## config.mk

```make
export PLATFORM = sky130hd
export DESIGN_NAME = fetch_prefetch
export DESIGN_NICKNAME = d
export VERILOG_FILES = /design/src/rtl/fetch_pkg.sv /design/src/rtl/sync_fifo.sv /design/src/rtl/fetch_prefetch.sv
export SDC_FILE = /design/constraint.sdc
export NUM_CORES = 1
export LEC_CHECK = 0
export ABC_AREA = 1
export CAP_MARGIN = 20
export CORE_ASPECT_RATIO = 1.2
export CORE_MARGIN = 1.5
export CORE_UTILIZATION = 35
export DETAILED_ROUTE_END_ITERATION = 7
export GPL_ROUTABILITY_DRIVEN = 0
export MAX_ROUTING_LAYER = met4
export PLACE_DENSITY = 0.54
export SLEW_MARGIN = 20
export SYNTH_ARGS = -nofsm -noshare
export SYNTH_HDL_FRONTEND = slang
export SYNTH_HIERARCHICAL = 1
export SYNTH_SLANG_ARGS = --single-unit
```

## constraint.sdc

```tcl
create_clock -name clk -period 13.4 [get_ports clk]
set_input_delay 1.34 -clock clk [delete_from_list [all_inputs] [get_ports clk]]
set_output_delay 1.34 -clock clk [all_outputs]
set_load 0.01 [all_outputs]
```

## src/rtl/fetch_pkg.sv

```systemverilog
// ----------------------------------------------------------------------------
// fetch_pkg : shared defaults and types for the instruction-fetch stage (rev 1.0)
// ----------------------------------------------------------------------------
`default_nettype none

package fetch_pkg;

  localparam int unsigned DEF_ADDR_W     = 32;
  localparam int unsigned DEF_DATA_W     = 32;
  localparam logic [31:0] DEF_START_ADDR = 32'h0000_0034;
  localparam int unsigned REDIR_W        = DEF_ADDR_W + 1;

  typedef struct packed {
    logic [DEF_ADDR_W-1:0] pc;
    logic [DEF_DATA_W-1:0] inst;
  } fetch_entry_t;

endpackage

`default_nettype wire

```

## src/rtl/sync_fifo.sv

```systemverilog
// ----------------------------------------------------------------------------
// sync_fifo : first-word fall-through FIFO with synchronous flush (rev 1.0)
// ----------------------------------------------------------------------------
`default_nettype none

module sync_fifo #(
  parameter int unsigned WIDTH = 8,
  parameter int unsigned DEPTH = 4,
  localparam int unsigned AW    = (DEPTH > 1) ? $clog2(DEPTH) : 1,
  localparam int unsigned CNT_W = $clog2(DEPTH) + 1
) (
  input  logic             clk,
  input  logic             resetn,
  input  logic             push_i,
  input  logic [WIDTH-1:0] data_i,
  input  logic             pop_i,
  input  logic             flush_i,
  output logic [WIDTH-1:0] data_o,
  output logic [CNT_W-1:0] count_o,
  output logic             full_o,
  output logic             empty_o
);

  logic [WIDTH-1:0] mem_q [DEPTH];
  logic [AW-1:0]    rd_ptr_q, rd_ptr_d;
  logic [AW-1:0]    wr_ptr_q, wr_ptr_d;
  logic [CNT_W-1:0] count_q, count_d;
  logic             do_push, do_pop;

  function automatic logic [AW-1:0] ptr_inc(input logic [AW-1:0] p);
    return (p == AW'(DEPTH - 1)) ? '0 : p + AW'(1);
  endfunction

  assign empty_o = (count_q == '0);
  assign full_o  = (count_q == CNT_W'(DEPTH));
  assign count_o = count_q;
  assign data_o  = mem_q[rd_ptr_q];
  assign do_push = push_i & ~full_o;
  assign do_pop  = pop_i & ~empty_o;

  always_comb begin
    rd_ptr_d = rd_ptr_q;
    wr_ptr_d = wr_ptr_q;
    count_d  = count_q;
    // Flush overrides any push or pop issued in the same cycle.
    if (flush_i) begin
      rd_ptr_d = '0;
      wr_ptr_d = '0;
      count_d  = '0;
    end else begin
      if (do_push) wr_ptr_d = ptr_inc(wr_ptr_q);
      if (do_pop)  rd_ptr_d = ptr_inc(rd_ptr_q);
      count_d = count_q + CNT_W'(do_push) - CNT_W'(do_pop);
    end
  end

  always_ff @(posedge clk) begin
    if (!resetn) begin
      rd_ptr_q <= '0;
      wr_ptr_q <= '0;
      count_q  <= '0;
    end else begin
      rd_ptr_q <= rd_ptr_d;
      wr_ptr_q <= wr_ptr_d;
      count_q  <= count_d;
    end
  end

  always_ff @(posedge clk) begin
    if (do_push && !flush_i) mem_q[wr_ptr_q] <= data_i;
  end

endmodule

`default_nettype wire

```

## src/rtl/fetch_prefetch.sv

```systemverilog
// ----------------------------------------------------------------------------
// fetch_prefetch : IF stage with in-order request tracking and prefetch queue (rev 1.0)
// ----------------------------------------------------------------------------
`default_nettype none

module fetch_prefetch
  import fetch_pkg::*;
#(
  parameter int unsigned       ADDR_W     = DEF_ADDR_W,
  parameter int unsigned       DATA_W     = DEF_DATA_W,
  parameter int unsigned       QDEPTH     = 4,
  parameter int unsigned       MAX_OUTST  = 2,
  parameter logic [ADDR_W-1:0] START_ADDR = ADDR_W'(DEF_START_ADDR)
) (
  input  logic                       clk,
  input  logic                       resetn,
  output logic                       mem_req_valid,
  input  logic                       mem_req_ready,
  output logic [ADDR_W-1:0]          mem_req_addr,
  input  logic                       mem_rsp_valid,
  input  logic [DATA_W-1:0]          mem_rsp_data,
  input  logic [ADDR_W:0]            jbr_bus,
  input  logic [ADDR_W:0]            exc_bus,
  output logic                       IF_over,
  input  logic                       next_fetch,
  output logic [ADDR_W+DATA_W-1:0]   IF_ID_bus,
  output logic [ADDR_W-1:0]          IF_pc,
  output logic [DATA_W-1:0]          IF_inst,
  output logic [$clog2(MAX_OUTST):0] outst_cnt
);

  localparam int unsigned OC_W  = $clog2(MAX_OUTST) + 1;
  localparam int unsigned QC_W  = $clog2(QDEPTH) + 1;
  localparam int unsigned SUM_W = QC_W + 1;
  localparam int unsigned ENT_W = ADDR_W + DATA_W;

  logic [ADDR_W-1:0] fetch_pc_q, fetch_pc_d;
  logic [OC_W-1:0]   outst_q, outst_d;
  logic [OC_W-1:0]   drop_q, drop_d;
  logic [OC_W-1:0]   live_outst;

  logic              redir;
  logic [ADDR_W-1:0] redir_tgt;
  logic              accept, rsp_live, id_pop;

  logic [ADDR_W-1:0] tag_head;
  logic [OC_W-1:0]   tag_count;
  logic              tag_full, tag_empty;

  logic [ENT_W-1:0]  q_head;
  logic [QC_W-1:0]   q_count;
  logic              q_full, q_empty;

  logic              sink_unused;

  assign redir     = exc_bus[ADDR_W] | jbr_bus[ADDR_W];
  assign redir_tgt = exc_bus[ADDR_W] ? exc_bus[ADDR_W-1:0] : jbr_bus[ADDR_W-1:0];

  // Reserving a queue slot per live request keeps responses free of back-pressure.
  assign live_outst    = outst_q - drop_q;
  assign mem_req_valid = resetn & ~redir
                       & (live_outst < OC_W'(MAX_OUTST))
                       & ((SUM_W'(live_outst) + SUM_W'(q_count)) < SUM_W'(QDEPTH));
  assign mem_req_addr  = fetch_pc_q;
  assign accept        = mem_req_valid & mem_req_ready;
  assign rsp_live      = mem_rsp_valid & (drop_q == '0);
  assign id_pop        = IF_over & next_fetch;

  always_comb begin
    fetch_pc_d = fetch_pc_q;
    outst_d    = outst_q + OC_W'(accept) - OC_W'(mem_rsp_valid);
    drop_d     = drop_q;
    if (redir) begin
      fetch_pc_d = redir_tgt;
      drop_d     = outst_q - OC_W'(mem_rsp_valid);
    end else begin
      if (accept) fetch_pc_d = fetch_pc_q + ADDR_W'(4);
      if (mem_rsp_valid && drop_q != '0) drop_d = drop_q - OC_W'(1);
    end
  end

  always_ff @(posedge clk) begin
    if (!resetn) begin
      fetch_pc_q <= START_ADDR;
      outst_q    <= '0;
      drop_q     <= '0;
    end else begin
      fetch_pc_q <= fetch_pc_d;
      outst_q    <= outst_d;
      drop_q     <= drop_d;
    end
  end

  sync_fifo #(
    .WIDTH (ADDR_W),
    .DEPTH (MAX_OUTST)
  ) u_tag_fifo (
    .clk     (clk),
    .resetn  (resetn),
    .push_i  (accept),
    .data_i  (fetch_pc_q),
    .pop_i   (rsp_live),
    .flush_i (redir),
    .data_o  (tag_head),
    .count_o (tag_count),
    .full_o  (tag_full),
    .empty_o (tag_empty)
  );

  sync_fifo #(
    .WIDTH (ENT_W),
    .DEPTH (QDEPTH)
  ) u_prefetch_q (
    .clk     (clk),
    .resetn  (resetn),
    .push_i  (rsp_live),
    .data_i  ({tag_head, mem_rsp_data}),
    .pop_i   (id_pop),
    .flush_i (redir),
    .data_o  (q_head),
    .count_o (q_count),
    .full_o  (q_full),
    .empty_o (q_empty)
  );

  assign IF_over   = ~q_empty;
  assign IF_ID_bus = q_empty ? '0 : q_head;
  assign IF_pc     = IF_ID_bus[ENT_W-1:DATA_W];
  assign IF_inst   = IF_ID_bus[DATA_W-1:0];
  assign outst_cnt = outst_q;

  assign sink_unused = ^{tag_count, tag_full, tag_empty, q_full};

endmodule

`default_nettype wire
```

==> results of run 1 <==
layout make-up:
class	instances	area (um^2)	share of cell area
sequential	370	10600	0.515
multi-input combinational	911	4720	0.229
timing repair buffer	281	2790	0.135
clock buffer	53	1070	0.0519
tap	623	779	0.0378
inverter	139	527	0.0255
clock inverter	15	123	0.00595
power groups by stage:
stage	sequential, mW	combinational [mW]	clock (mW)
3_3_place_gp	1.31	0.172	0
2_1_floorplan	1.31	0.0852	0
6_report	1.29	0.172	1.02
4_1_cts	1.29	0.174	1.04
5_1_grt	1.29	0.191	1.09
3_5_place_dp	1.32	0.173	0
metal layers:
| metal | global-route usage | wire, um | share of wire |
|---|---|---|---|
| met1 | 0.209 | 17500 | 0.44 |
| met3 | 0.0244 | 2310 | 0.059 |
| met4 | 0.0464 | 908 | 0.023 |
| met5 | - | 0 | 0 |
| met2 | 0.263 | 18700 | 0.47 |
worst max-delay path by stage:
stage	endpoint	startpoint	cells after the start
finish	mem_req_valid	jbr_bus[32]	7
global route	mem_req_valid	jbr_bus[32]	7
CTS	mem_req_valid	jbr_bus[32]	7
detailed placement	mem_req_valid	jbr_bus[32]	7
global placement	mem_req_valid	jbr_bus[32]	7
floorplan	u_prefetch_q/mem_q[0][0]	exc_bus[32]	5
worst max-delay path: stages:
cell,delay [ns]
sky130_fd_sc_hd__clkdlybuf4s50_1,0.71
sky130_fd_sc_hd__nor2_8,0.64
sky130_fd_sc_hd__nand3_2,0.16
sky130_fd_sc_hd__nor2_4,0.14
sky130_fd_sc_hd__nand2_1,0.07
sky130_fd_sc_hd__inv_1,0.05
sky130_fd_sc_hd__clkdlybuf4s50_1,0.53
flip-flops by register name, indices dropped and copies added, names as in the netlist, named ones only:
signal and flops:
u_prefetch_q/count_o 3, u_prefetch_q/rd_ptr_q 2, u_prefetch_q/mem_q 256, u_tag_fifo/rd_ptr_q 1, u_tag_fifo/count_o 2, drop_q 2
outst_cnt 2, u_tag_fifo/mem_q 64, u_tag_fifo/wr_ptr_q 1, u_prefetch_q/wr_ptr_q 2, mem_req_addr 32
==> qor_table.md, run 1 <==
| Stage | Result | This run |
|:---|:---|:---|
| timing | Fin crit share | 0.373 |
| setup path | Required time worst endpoint | 12.06 ns |
| global routing | Global-route wire length before repair | 60,700 um |
| timing | Worst max-slew margin expressed relative to the limit | 0.306 |
| flow run | Count of max-cap constraint violations | 0 |
| final layout | Filler cell count in the final layout | 4,456 |
| clocking | Clock edge transition at the registers on the reported setup and hold paths | 0.06 ns |
| outcome | Outcome | complete, no violations |
| timing | Number of max-slew violations in the final report | 0 |
| clocking | Maximum clock path buffer count | 3 |
| placed design | Post-place setup slack | 8.36 ns |
| power | Logic gate share of total power | 0.069 |
| final layout | P&R area growth vs syn | 22.7% |
| timing | Final critical path time including I/O delays and setup | 5.00 ns |
| die | Count of pins on the block boundary | 267 |
| die | Effective utilization at floorplan | 0.356 |
| power | Net Switching | 533 uW |
| die | Area of the placeable core | 0.0472 mm^2 |
| clocking | Number of post-CTS setup repair buffers | 0 |
| power | Peak supply drop | 68.6 uV |
| clocking | # hold bufs at CTS | 0 |
| timing | Smallest setup slack after layout | 8.40 ns |
| power | Internal power summed over all cells | 1.95 mW |
| synthesis | Yosys Warn Count | 6 |
| clocking | Clock tree from TritonCTS | yes |
| detailed routing | Number of vias in the routed layout | 11,391 |
| final layout | Most common cell after layout, fill and taps aside | sky130_fd_sc_hd__nor2_1 |
| global routing | GR Overflow Total | 0 |
| placed design | I/O Buffers | 266 |
| clocking | Clk Latency, worst-skew pair | 0.53 ns |
| timing | Upper clock frequency limit | 200 MHz |
| detailed routing | Via-to-Cell Ratio | 4.76 |
| placed design | # placed instances | 2,323 |
| timing | Final Hold Fails | 0 |
| global routing | Vias in the first global route | 10,838 |
| final layout | Ratio of cells with drive above 1 in the final layout | 0.0791 |
| global routing | Largest net degree at the start of global routing | 103 |
| timing | RSZ-0062 raised after global routing | no |
| timing | Slew of the pin with the lowest slew margin | 1.04 ns |
| synthesis | Mean instance size in the synthesized netlist | 10.8 um^2 |
| final layout | Final instance count without filler cells | 2,392 |
| global routing | Number of antenna violations at the first check in global routing | 0 |
| setup path | Logic depth of the worst register-to-register path | 16 |
| final layout | Utilization of the core after routing | 0.436 |
| detailed routing | DRC marker count from the first detailed-route iteration | 588 |
| hold path | Hold path start | u_tag_fifo/rd_ptr_q |
| timing | Total Neg Setup Slack | 0 ns |
| placed design | HPWL after detailed placement | 24,700 um |
| hold path | Number of instances on the worst hold path | 2 |
| final layout | Net total in the final layout | 1,862 |
| synthesis | Area of the mapped netlist | 0.0168 mm^2 |
| final layout | Top library cells by usage in the layout, fill and taps aside | 322 x sky130_fd_sc_hd__nor2_1, 320 x sky130_fd_sc_hd__edfxtp_1, 266 x sky130_fd_sc_hd__clkdlybuf4s50_1 |
| die | Die Footprint | 0.0493 mm^2 |
| setup path | CP Data Arrival Time | 3.66 ns |
| die | Number of standard-cell rows in the floorplan | 87 |
| synthesis | Synthesized netlist cell count | 1,558 |
| setup path | Start-to-end type of the worst setup path | in2out |
| clocking | Root buffer cell | sky130_fd_sc_hd__clkbuf_16 |
| timing | Number of setup violations in the final report | 0 |
| detailed routing | Sum of routed wire length over all layers | 39,400 um |
| timing | Post-route worst hold slack | 0.497 ns |
| synthesis | Syn_nets | 1,678 |
| power | Power per unit of standard cell area | 120 mW/mm^2 |
| final layout | Summed area of non-filler cells in the final layout | 0.0206 mm^2 |
| power | Leakage power summed over all cells | 7.37 nW |
| placed design | Placed cell area | 0.0194 mm^2 |
| detailed routing | Remaining routing DRC violations | 0 |
| setup path | Startpoint types | primary input |
| power | Total Power Consumption | 2.48 mW |
| die | Die width | 203 um |
| timing | Layout Skew | 0.0120 ns |
| detailed routing | Length of the first detailed-routing pass in iterations | 5 |
| setup path | R2r startpoint | outst_cnt[0] |
| power | Relative contribution of the clock network to total power | 0.410 |
| detailed routing | DR WL/cell | 16.5 um |
| setup path | Critical Path End Type | output port |
| setup path | Crit Reg-Reg Endpoint | u_tag_fifo/mem_q[1][22] |
| global routing | Global router's overall resource usage | 0.162 |
| detailed routing | Number of routed nets with antenna violations | 0 |
| clocking | Clock Sinks | 370 |
| setup path | Worst-path maximum fanout | 41 |
| final layout | Count of antenna diodes in the layout | 0 |
| power | Share of power burned in registers | 0.521 |
| setup path | Reg2Reg Setup Slack | 10.16 ns |
| die | Vertical extent of the die | 243 um |
| hold path | Class of the tightest hold or removal check | reg2reg |
| power | Net switching share of the total power | 0.215 |
| clocking | H-tree level count | 2 |
| clocking | Number of buffers created by CTS | 39 |
| clocking | Number of gates given a new drive strength after cts | 0 |
(Power assumes the default switching activity.)
==> run 2, diff against run 1 <==
PLACE_DENSITY = 0.56   (was 0.54)
clock period = 4.25 ns   (was 13.4 ns; I/O delays follow)
==> run 2 against run 1 <==
Net effect:
- hold slack better by 0.011 ns
- largest power group unchanged
- via count up 0.34%
- global-route usage up 0.20 points
- clock-buffer cell count down 5
- worst setup slack worse by 7.5 ns
- clock power rose to 3.3 times the previous value
- power rose to 3.2 times the previous value
- first-iteration DRC count up 0.68%
- cell area up 1.0%
- core utilization up 0.45 points
- critical path type is now reg2out
- highest routed layer unchanged
- register-to-register slack worse by 8.8 ns
==> qor_table.md, run 2 (same netlist as run 1, synthesis figures left out) <==
| Stage | Result | This run |
|:---|:---|:---|
| outcome | Outcome | complete, no violations |
| global routing | Largest net degree at the start of global routing | 87 |
| global routing | GR Overflow Total | 0 |
| setup path | Worst-path maximum fanout | 86 |
| clocking | Root buffer cell | sky130_fd_sc_hd__clkbuf_16 |
| timing | Slew of the pin with the lowest slew margin | 0.879 ns |
| clocking | Clk Latency, worst-skew pair | 0.54 ns |
| placed design | I/O Buffers | 266 |
| setup path | Startpoint types | register |
| die | Die Footprint | 0.0493 mm^2 |
| global routing | Met3 track demand over resource in global routing | 0.0269 |
| clocking | Clock Sinks | 370 |
| detailed routing | Via-to-Cell Ratio | 4.76 |
| final layout | Flip-flop count of the largest register after layout | 256 |
| final layout | Net total in the final layout | 1,868 |
| placed design | HPWL after detailed placement | 25,400 um |
| global routing | Number of antenna violations at the first check in global routing | 0 |
| timing | Fin crit share | 0.790 |
| setup path | Worst path slowest cell | sky130_fd_sc_hd__buf_4 |
| global routing | Met1 global-route usage | 0.206 |
| final layout | Ratio of cells with drive above 1 in the final layout | 0.0871 |
| clocking | Number of post-CTS setup repair buffers | 0 |
| clocking | Number of gates given a new drive strength after cts | 0 |
| clocking | Maximum clock path buffer count | 3 |
| power | Internal power summed over all cells | 6.27 mW |
| detailed routing | Remaining routing DRC violations | 0 |
| global routing | Vias in the first global route | 11,167 |
| final layout | Register ranked first by flip-flop count | u_prefetch_q/mem_q |
| timing | Number of setup violations in the final report | 0 |
| final layout | Filler cell count in the final layout | 4,465 |
| hold path | Number of instances on the worst hold path | 2 |
| clocking | # hold bufs at CTS | 0 |
| setup path | Logic depth of the worst register-to-register path | 22 |
| clocking | Clock edge transition at the registers on the reported setup and hold paths | 0.06 ns |
| final layout | Most common cell after layout, fill and taps aside | sky130_fd_sc_hd__nor2_1 |
| power | Net switching share of the total power | 0.218 |
| clocking | H-tree level count | 2 |
| setup path | CP Data Arrival Time | 2.93 ns |
| detailed routing | Number of vias in the routed layout | 11,430 |
| detailed routing | Sum of routed wire length over all layers | 39,900 um |
| die | Vertical extent of the die | 243 um |
| die | Area of the placeable core | 0.0472 mm^2 |
| hold path | Class of the tightest hold or removal check | reg2reg |
| timing | Number of max-slew violations in the final report | 0 |
| timing | Final critical path time including I/O delays and setup | 3.36 ns |
| power | Peak supply drop | 258 uV |
| setup path | Cell-by-cell listing of the critical path | buf_4, o21ai_0, o22ai_1, inv_1, nor2_1, clkdlybuf4s50_1 |
| setup path | Crit-path max cell delay | 0.64 ns |
| power | Logic gate share of total power | 0.068 |
| timing | Upper clock frequency limit | 298 MHz |
| flow run | Count of max-cap constraint violations | 0 |
| die | Effective utilization at floorplan | 0.356 |
| final layout | Count of antenna diodes in the layout | 0 |
| timing | Final Hold Fails | 0 |
| die | Count of pins on the block boundary | 267 |
| die | Die width | 203 um |
| detailed routing | Number of routed nets with antenna violations | 0 |
| detailed routing | Length of the first detailed-routing pass in iterations | 5 |
| global routing | Global router's overall resource usage | 0.164 |
| power | Relative contribution of the clock network to total power | 0.424 |
| detailed routing | DR WL/cell | 16.6 um |
| global routing | Global-route wire length before repair | 61,600 um |
| setup path | Required time worst endpoint | 3.83 ns |
| power | Share of power burned in registers | 0.507 |
| power | Power per unit of standard cell area | 385 mW/mm^2 |
| setup path | Critical Path End Type | output port |
| power | Net Switching | 1.74 mW |
| power | Leakage power summed over all cells | 7.46 nW |
| setup path | Reg2Reg Setup Slack | 1.33 ns |
| timing | Layout Skew | 0.0143 ns |
| clocking | Number of buffers created by CTS | 40 |
| setup path | Start-to-end type of the worst setup path | reg2out |
| global routing | Busiest layer in global routing | met2 |
| die | Number of standard-cell rows in the floorplan | 87 |
| power | Total Power Consumption | 8.01 mW |
| final layout | P&R area growth vs syn | 24.0% |
| global routing | Met2 Track Usage GR | 0.275 |
| timing | RSZ-0062 raised after global routing | no |
| final layout | Top library cells by usage in the layout, fill and taps aside | 322 x sky130_fd_sc_hd__nor2_1, 320 x sky130_fd_sc_hd__edfxtp_1, 266 x sky130_fd_sc_hd__clkdlybuf4s50_1 |
| timing | Worst max-slew margin expressed relative to the limit | 0.414 |
| clocking | Clock tree from TritonCTS | yes |
| final layout | Utilization of the core after routing | 0.441 |
| detailed routing | DRC marker count from the first detailed-route iteration | 592 |
| timing | Post-route worst hold slack | 0.508 ns |
==> run 2: cell types whose count changed in the layout (fill, tap and decap cells not counted) <==
cell	delta
sky130_fd_sc_hd__clkbuf_1	-7
sky130_fd_sc_hd__inv_6	+1
sky130_fd_sc_hd__clkbuf_16	+1
sky130_fd_sc_hd__clkinv_4	+1
sky130_fd_sc_hd__bufinv_16	+1
sky130_fd_sc_hd__clkinv_8	+1
sky130_fd_sc_hd__buf_12	+5
sky130_fd_sc_hd__clkinv_2	+2
sky130_fd_sc_hd__clkbuf_8	+1
sky130_fd_sc_hd__clkinv_1	+3
sky130_fd_sc_hd__clkinvlp_4	+2
==> run 2: final timing paths <==
kind                  startpoint               endpoint
max reg2reg         outst_cnt[0]  u_tag_fifo/count_o[1]
min          u_tag_fifo/rd_ptr_q    u_tag_fifo/rd_ptr_q
min reg2reg  u_tag_fifo/rd_ptr_q    u_tag_fifo/rd_ptr_q
max                     register              IF_pc[15]
==> run 2: power groups by stage <==
stage | Clock (mW) | Combinational, mW | Sequential (mW)
floorplan | 0 | 0.269 | 4.13
global placement | 0 | 0.550 | 4.14
detailed placement | 0 | 0.553 | 4.14
CTS | 3.50 | 0.556 | 4.06
global route | 3.64 | 0.608 | 4.07
finish | 3.40 | 0.547 | 4.06
==> run 2: metal layers <==
metal,wire [um],vias up
li1,-,5653
met1,17800,5420
met2,19400,312
met3,1970,45
met4,712,0
met5,0,-
==> run 2: area by class of cell <==
type                            instances  area [um^2]  share of cell area
Sequential cell                       370        10600               0.510
Multi-Input combinational cell        911         4720               0.226
Timing Repair Buffer                  286         2890               0.139
Clock buffer                           48         1080              0.0520
Tap cell                              623          779              0.0374
Inverter                              139          527              0.0253
Clock inverter                         26          223              0.0107
==> run 2: critical path: cells and delay by family (launching register included) <==
| family | cells | cell delay [ns] |
|---|---|---|
| buffers and inverters | 3 | 1.29 |
| AO/OA/AOI/OAI | 2 | 0.55 |
| flip-flops | 1 | 0.36 |
| AND/OR/NAND/NOR | 1 | 0.13 |
==> run 2: through the flow <==
stage | area (um^2) | setup TNS, ns | worst slack, ns | instances
after floorplan | 16800 | -570.69 | -2.20 | 1558
after global placement | 19500 | 0 | 1.22 | 2329
after detailed placement | 19500 | 0 | 1.18 | 2329
after CTS | 20800 | 0 | 0.842 | 2403
after global routing | 20800 | 0 | 0.696 | 2403
final | 20800 | 0 | 0.893 | 2403
